===== src/rtl/fifo_share_ctrl.sv =====
`default_nettype none
// ============================================================================
// fifo_share_ctrl : round-robin write arbiter + latency-hiding read sequencer
// Revision 1.0
// ============================================================================
module fifo_share_ctrl #(
  parameter int NUM_REQ    = 4,
  parameter int DATA_WIDTH = 32
) (
  input  logic                          clk,
  input  logic                          rst,
  input  logic [NUM_REQ-1:0]            req_valid,
  input  logic [NUM_REQ*DATA_WIDTH-1:0] req_data,
  output logic [NUM_REQ-1:0]            req_ready,
  output logic [$clog2(NUM_REQ)-1:0]    last_grant,
  input  logic                          fifo_full,
  output logic                          fifo_wr,
  output logic [DATA_WIDTH-1:0]         fifo_din,
  input  logic                          fifo_empty,
  output logic                          fifo_rd,
  input  logic [DATA_WIDTH-1:0]         fifo_dout,
  output logic                          out_valid,
  output logic [DATA_WIDTH-1:0]         out_data,
  input  logic                          out_ready
);

  localparam int            PW       = $clog2(NUM_REQ);
  localparam logic [PW-1:0] LAST_IDX = PW'(NUM_REQ - 1);
  localparam logic [PW:0]   NREQ_EXT = (PW+1)'(NUM_REQ);

  // ---------------------------------------------------------------- write side
  logic [PW-1:0] ptr;
  logic [PW-1:0] grant;
  logic [PW-1:0] grant_q;
  logic [PW:0]   scan_sum;
  logic [PW-1:0] scan_idx;
  logic          found;

  // Scan from ptr upward with wrap; the first valid requester wins.
  always_comb begin
    grant    = '0;
    found    = 1'b0;
    scan_sum = '0;
    scan_idx = '0;
    for (int k = 0; k < NUM_REQ; k++) begin
      scan_sum = {1'b0, ptr} + (PW+1)'(k);
      if (scan_sum >= NREQ_EXT) scan_sum = scan_sum - NREQ_EXT;
      scan_idx = scan_sum[PW-1:0];
      if (!found && req_valid[scan_idx]) begin
        grant = scan_idx;
        found = 1'b1;
      end
    end
  end

  assign fifo_wr    = !rst && (|req_valid) && !fifo_full;
  assign req_ready  = fifo_wr ? (NUM_REQ'(1) << grant) : '0;
  assign fifo_din   = fifo_wr ? req_data[grant*DATA_WIDTH +: DATA_WIDTH] : '0;
  assign last_grant = rst ? '0 : grant_q;

  always_ff @(posedge clk) begin
    if (rst) begin
      ptr     <= '0;
      grant_q <= '0;
    end else if (fifo_wr) begin
      ptr     <= (grant == LAST_IDX) ? '0 : grant + PW'(1);
      grant_q <= grant;
    end
  end

  // ----------------------------------------------------------------- read side
  logic                  pend;
  logic [1:0]            cnt;
  logic [2:0]            fill;
  logic                  pop;
  logic [DATA_WIDTH-1:0] slot0;
  logic [DATA_WIDTH-1:0] slot1;

  assign out_valid = !rst && (cnt != 2'd0);
  assign out_data  = out_valid ? slot0 : '0;
  assign pop       = out_valid && out_ready;

  // Occupancy after this cycle's pop, counting the word already in flight.
  assign fill    = {1'b0, cnt} + {2'b00, pend} - {2'b00, pop};
  assign fifo_rd = !rst && !fifo_empty && (fill < 3'd2);

  always_ff @(posedge clk) begin
    if (rst) begin
      pend <= 1'b0;
      cnt  <= 2'd0;
    end else begin
      pend <= fifo_rd;
      cnt  <= fill[1:0];
      case ({pend, pop})
        2'b01: slot0 <= slot1;
        2'b10: begin
          if (cnt == 2'd0) slot0 <= fifo_dout;
          else             slot1 <= fifo_dout;
        end
        2'b11: begin
          if (cnt == 2'd1) begin
            slot0 <= fifo_dout;
          end else begin
            slot0 <= slot1;
            slot1 <= fifo_dout;
          end
        end
        default: ;
      endcase
    end
  end

endmodule
`default_nettype wire


===== config.mk =====
export PLATFORM = sky130hd
export DESIGN_NAME = fifo_share_ctrl
export DESIGN_NICKNAME = d
export VERILOG_FILES = /design/src/rtl/fifo_share_ctrl.sv
export SDC_FILE = /design/constraint.sdc
export NUM_CORES = 1
export LEC_CHECK = 0
export CORE_UTILIZATION = 40
export DETAILED_ROUTE_END_ITERATION = 8
export PLACE_DENSITY = 0.9
export REMOVE_ABC_BUFFERS = 1
export SYNTH_ARGS = -nofsm -noshare
export SYNTH_HDL_FRONTEND = slang
export SYNTH_SLANG_ARGS = --single-unit

===== constraint.sdc =====
create_clock -name clk -period 11.1 [get_ports clk]
set_clock_uncertainty 0.15 [all_clocks]
set_input_delay 1.665 -clock clk [delete_from_list [all_inputs] [get_ports clk]]
set_output_delay 1.665 -clock clk [all_outputs]
set_load 0.03 [all_outputs]

# --- Word level (Yosys, flattened, before mapping) ---
# Index checks and enable logic that the tools add are counted.
classes:
  add_sub_neg: 10
  magnitude_cmp: 9
  eq_ne: 8
  n_shift: 2
  mux: 30
  bitwise: 1
  reduce_logical: 22
op_table:
  columns: ["operator", "count"]
  rows:
  - ["$mux W32", 6]
  - ["$shiftx A128 B8 Y32", 1]
  - ["$pmux W32 S3", 1]
  - ["$pmux W32 S2", 1]
  - ["$mux W2", 10]
  - ["$lt A2 B3 Y1 const B", 4]
  - ["$ge A3 B3 Y1 const B", 3]
  - ["$logic_and A1 B1 Y1", 9]
  - ["$bmux W1 S2", 4]
  - ["$sub A2 B1 Y2 const B", 4]
  - ["$mux W1", 7]
  - ["$add A2 B2 Y3 const B", 2]
  - ["$eq A2 B2 Y1 const B", 3]
  - ["$logic_not A1 Y1", 6]
  - ["$ne A2 B2 Y1 const B", 3]
  - ["$eq A2 B1 Y1 const B", 2]
  - ["$mux W4", 1]
  - ["$reduce_and A4 Y1", 1]
  - ["$reduce_bool A2 Y1", 2]
  - ["$reduce_or A4 Y1", 1]
  - ["$shl A1 B2 Y4 const A", 1]
  - ["$add A2 B1 Y3", 1]
  - ["$add A2 B1 Y3 const B", 1]
  - ["$ge A2 B3 Y1 const B", 1]
  - ["other kinds (7)", 7]
totals:
  register_bits: 71
  in_bits: 169
  elab_cells: 88

# --- Longest topological paths before layout ---
depth:
  ltp_word: 16
  mapped_depth: 9
  mapped_depth_nobuf: 7

# --- Worst setup path after synthesis ---
# Ideal clock, no wire load.
synth_path:
  path_kind: "input to output"
  startpoint: "input port rst"
  endpoint: "output port fifo_rd"
  arrival_time_ns: 3.742
  t_required_ns: 9.285
  path_slack_ns: 5.543
  stages: 6
  cell_sequence: "nand3b_1 -> or2_2 -> nand2_1 -> ha_1 -> fa_1 -> nor4_1"
synth_between:
  elab_chain_len: 6
synth_lines:
  columns: ["item", "line", "rtl"]
  rows:
  - ["from (decl)", "11", "input logic rst,"]
  - ["$logic_not A1 Y1", "79", "assign out_valid = !rst && (cnt != 2'd0);"]
  - ["$logic_and A1 B1 Y1", "79", null]
  - ["$logic_and A1 B1 Y1", "81", "assign pop = out_valid && out_ready;"]
  - ["$sub A3 B1 Y3", "84", "assign fill = {1'b0, cnt} + {2'b00, pend} - {2'b00, pop};"]
  - ["named net fill[1]", "74", "logic [2:0] fill;"]
  - ["$lt A3 B2 Y1", "85", "assign fifo_rd = !rst && !fifo_empty && (fill < 3'd2);"]
  - ["$logic_and A1 B1 Y1", "85", null]
  - ["to (decl)", "20", "output logic fifo_rd,"]
# The timed path passes the listed nets, and every way through them passes these cells.

# --- Worst setup path after layout ---
layout_path:
  startpoint: "input port rst"
  endpoint: "output port fifo_din[4]"
layout_between:
  elab_chain_len: 4
layout_lines:
  columns: ["item", "line", "rtl"]
  rows:
  - ["$logic_not A1 Y1", "56", "assign fifo_wr = !rst && (|req_valid) && !fifo_full;"]
  - ["$logic_and A1 B1 Y1 (2 in series)", "56", null]
  - ["$mux W32", "58", "assign fifo_din = fifo_wr ? req_data[grant*DATA_WIDTH +: DATA_WIDTH] : '0;"]
  - ["to (decl)", "18", "output logic [DATA_WIDTH-1:0] fifo_din,"]
# Every way passes these cells.

==> load_flow_metrics.sql <==
INSERT INTO impl_metrics (metric_group, metric, value, unit) VALUES
('outcome', 'outcome', 'completed', ''),
('yosys', 'yosys_most_used_dff', 'sky130_fd_sc_hd__edfxtp_1', ''),
('clocking', 'clk_pin_slew_worst_paths', '0.07', 'ns'),
('timing', 'max_slew.worst_pin.slew', '1.11', 'ns'),
('worst_setup_path', 'crit_path_cell_trace', 'clkdlybuf4s50_1 -> a311oi_2 -> nand2_1 -> o22ai_1 -> clkdlybuf4s50_1', ''),
('place', 'io_buffers', '241', ''),
('worst_setup_path', 'worst-path-buf-inv', '2', ''),
('yosys', 'synth_simple_gate_area_share', '9.36', '%'),
('clocking', 'h-tree-depth', '3', ''),
('worst_setup_path', 'setup.worst_path.end_class', 'output port', ''),
('floorplanning', 'height_of_the_die', '102', 'um'),
('yosys', 'synth_register_bits', '71', ''),
('min_path', 'min-delay-start', 'slot1[26]', ''),
('worst_setup_path', 'crit_path_frequent_cell', 'sky130_fd_sc_hd__clkdlybuf4s50_1', ''),
('global_routing', 'track_usage', '24.1', '%'),
('worst_setup_path', 'cp_data_required_time', '9.29', 'ns'),
('clocking', 'cts_root_buf', 'sky130_fd_sc_hd__clkbuf_8', ''),
('worst_setup_path', 'timing.rr.end', 'ptr[1]', ''),
('yosys', 'gate_count_post_synth', '311', ''),
('worst_setup_path', 'worst_path_dominant_cell_family', 'buffers and inverters', ''),
('worst_setup_path', 'critical_path.slowest_cell', 'sky130_fd_sc_hd__nand2_1', ''),
('min_path', 'min-delay-path-class', 'reg -> reg', ''),
('timing', 'fin_crit_sh', '64.6', '%'),
('yosys', 'synthesis.area_per_instance', '12.8', 'um^2'),
('global_routing', 'grt_pass1_wl', '18.2', 'mm'),
('worst_setup_path', 'crit_path_end', 'fifo_din[4]', ''),
('global_routing', 'grt.overflow.total', '0', ''),
('timing', 'report.final.setup_viol', '0', ''),
('timing', 'period_needed', '7.17', 'ns'),
('worst_setup_path', 'rr_worst_depth', '7', ''),
('yosys', 'yosys.area_share.adder', '2.07', '%'),
('floorplanning', 'floorplan.initialDensity', '41.1', '%'),
('timing', 'max_freq', '140', 'MHz'),
('worst_setup_path', 'critical_path.startpoint_type', 'input port', ''),
('floorplanning', 'placeable_core_region', '9730', 'um^2'),
('worst_setup_path', 'cp.depth', '5', ''),
('floorplanning', 'fp.dieW', '102', 'um'),
('place', 'numPlacedInstances', '665', ''),
('timing', 'hold_viol_final', '0', ''),
('finish', 'layout.nets', '718', ''),
('floorplanning', 'io_pins', '242', ''),
('route', 'drt-pass1-iter-count', '6', ''),
('yosys', 'synth_top_family_by_area', 'multiplexers', ''),
('pwr', 'pwr-share-clk', '28.2', '%'),
('worst_setup_path', 'timing.critical_path.slowest_cell_delay', '0.87', 'ns'),
('clocking', 'tritoncts', 'built', ''),
('job', 'max-cap-violations', '0', ''),
('timing', 'timing.setup.tns', '0', 'ns'),
('yosys', 'synth_compound_gate_area_share', '6.76', '%'),
('route', 'viasPerCell', '5.03', ''),
('yosys', 'synthDominantCellAreaShare', '48.1', '%'),
('timing', 'unrepaired_setup_endpoints_after_global_routing', 'no', ''),
('yosys', 'ys_types', '31', ''),
('pwr', 'int_pwr', '0.574', 'mW'),
('clocking', 'clk_latency', '0.34', 'ns'),
('yosys', 'synth.area.mux_share', '25.6', '%'),
('clocking', 'cts.repair_timing.setup_buffer_count', '0', ''),
('yosys', 'post_synth_xor_area_fraction', '0.219', '%'),
('pwr', 'power.density', '120', 'nW/um^2'),
('clocking', 'clock_tree.buffer_depth', '2', ''),
('route', 'detail_route.drc_violations', '0', ''),
('yosys', 'ys_seq_area_share', '51.6', '%'),
('route', 'route.vias.total', '3431', ''),
('clocking', 'post_cts_resized', '0', ''),
('worst_setup_path', 'critical_path.startpoint', 'rst', ''),
('worst_setup_path', 'regToRegStartpoint', 'ptr[0]', ''),
('worst_setup_path', 'critPathArrivalTime', '5.35', 'ns'),
('worst_setup_path', 'critPathKind', 'in -> out', ''),
('route', 'drt_iter0_drc', '153', ''),
('pwr', 'leakagePower', '2.56', 'nW'),
('timing', 'timing.slew.headroom', '25.9', '%');
==> synth_stat cells, types with 2 or more instances <==
cell                        n
sky130_fd_sc_hd__a21oi_1    4
sky130_fd_sc_hd__and2_1    36
sky130_fd_sc_hd__buf_2     12
sky130_fd_sc_hd__buf_6      4
sky130_fd_sc_hd__clkbuf_1   4
sky130_fd_sc_hd__dfxtp_1    7
sky130_fd_sc_hd__edfxtp_1  64
sky130_fd_sc_hd__ha_1       5
sky130_fd_sc_hd__inv_1      5
sky130_fd_sc_hd__inv_2      2
sky130_fd_sc_hd__mux2_2    34
sky130_fd_sc_hd__mux2i_1   64
sky130_fd_sc_hd__nand2_1    7
sky130_fd_sc_hd__nand2b_1   3
sky130_fd_sc_hd__nor2_1     5
sky130_fd_sc_hd__nor2b_1    4
sky130_fd_sc_hd__nor3b_1    2
sky130_fd_sc_hd__nor4_1     2
sky130_fd_sc_hd__o21ai_0    3
sky130_fd_sc_hd__o22ai_1   33
==> worst min path at each step <==
stage | end | slack, ns | cells after the start
after detailed placement | slot0[22] | 0.38 | 1
after floorplan | ptr[1] | 0.34 | 2
after global routing | slot0[20] | 0.40 | 1
after CTS | slot0[20] | 0.40 | 1
final | slot0[26] | 0.40 | 1
after global placement | slot0[29] | 0.38 | 1
==> stage by stage <==
step	power, mW	setup slack [ns]	util, %	cell area (um^2)	hold WS [ns]
global route	0.835	3.74	68.8	6690	0.402
CTS	0.808	3.94	68.8	6690	0.398
floorplan	0.464	4.58	-	3850	0.337
finish	0.804	3.93	68.8	6690	0.397
detailed placement	0.582	3.96	66.5	6470	0.382
global placement	0.576	4.17	66.5	6470	0.377
==> sequential cells by signal, indices dropped and copies added (netlist names) <==
signal,cells
slot0,32
slot1,32
cnt,2
grant_q,2
ptr,2
pend,1
==> power by group through the flow <==
stage	registers (mW)	clock network, mW	logic [mW]
2_1_floorplan	0.315	0	0.149
3_3_place_gp	0.316	0	0.260
3_5_place_dp	0.317	0	0.266
4_1_cts	0.311	0.230	0.267
5_1_grt	0.312	0.241	0.282
6_report	0.311	0.226	0.267
==> cell families after synthesis <==
kind of cell | count (synthesis)
muxes | 98
xor gates and xnor gates | 1
AOI/OAI and AO/OA | 43
and+or+nand+nor | 63
adders and majority gates | 6
buffers and inverters | 29
DFF | 71
==> cells in the final DEF (no fill, tap or decap), drive strengths merged <==
master         instances
dfxtp                  7
nand2                  7
nand3b                 1
nor3b                  2
clkinv                 2
ha                     5
clkbuf                10
and2                  36
clkinvlp               1
a211o                  1
clkdlybuf4s50        241
or2                    1
diode                  1
xnor2                  1
or2b                   1
a311oi                 1
o22ai                 33
inv                    8
or3                    1
buf                    2
edfxtp                64
nor2                   5
a21oi                  4
mux2i                 64
bufinv                 2
nand2b                 3
o21ai                  4
nor2b                  4
nor4                   2
fa                     1
mux2                  34
==> metal layers <==
layer / GRT usage (%) / up-vias / wire, um / share of wire, %
met2: 41.7 / 172 / 6360 / 50
met4: 9.89 / 0 / 326 / 2.6
met3: 7.87 / 21 / 1120 / 8.8
met1: 27.6 / 1597 / 4940 / 39
met5: 0 / - / 0 / 0
li1: - / 1641 / - / -
==> layout make-up <==
class / instances / area (um^2)
Antenna cell: 1 / 2.50
Clock inverter: 6 / 93.8
Inverter: 7 / 26.3
Tap cell: 133 / 166
Clock buffer: 10 / 128
Sequential cell: 71 / 2060
Fill cell: 729 / 3040
Timing Repair Buffer: 243 / 2430
Multi-Input combinational cell: 211 / 1790
No activity file was read; power rests on OpenSTA's default activity.
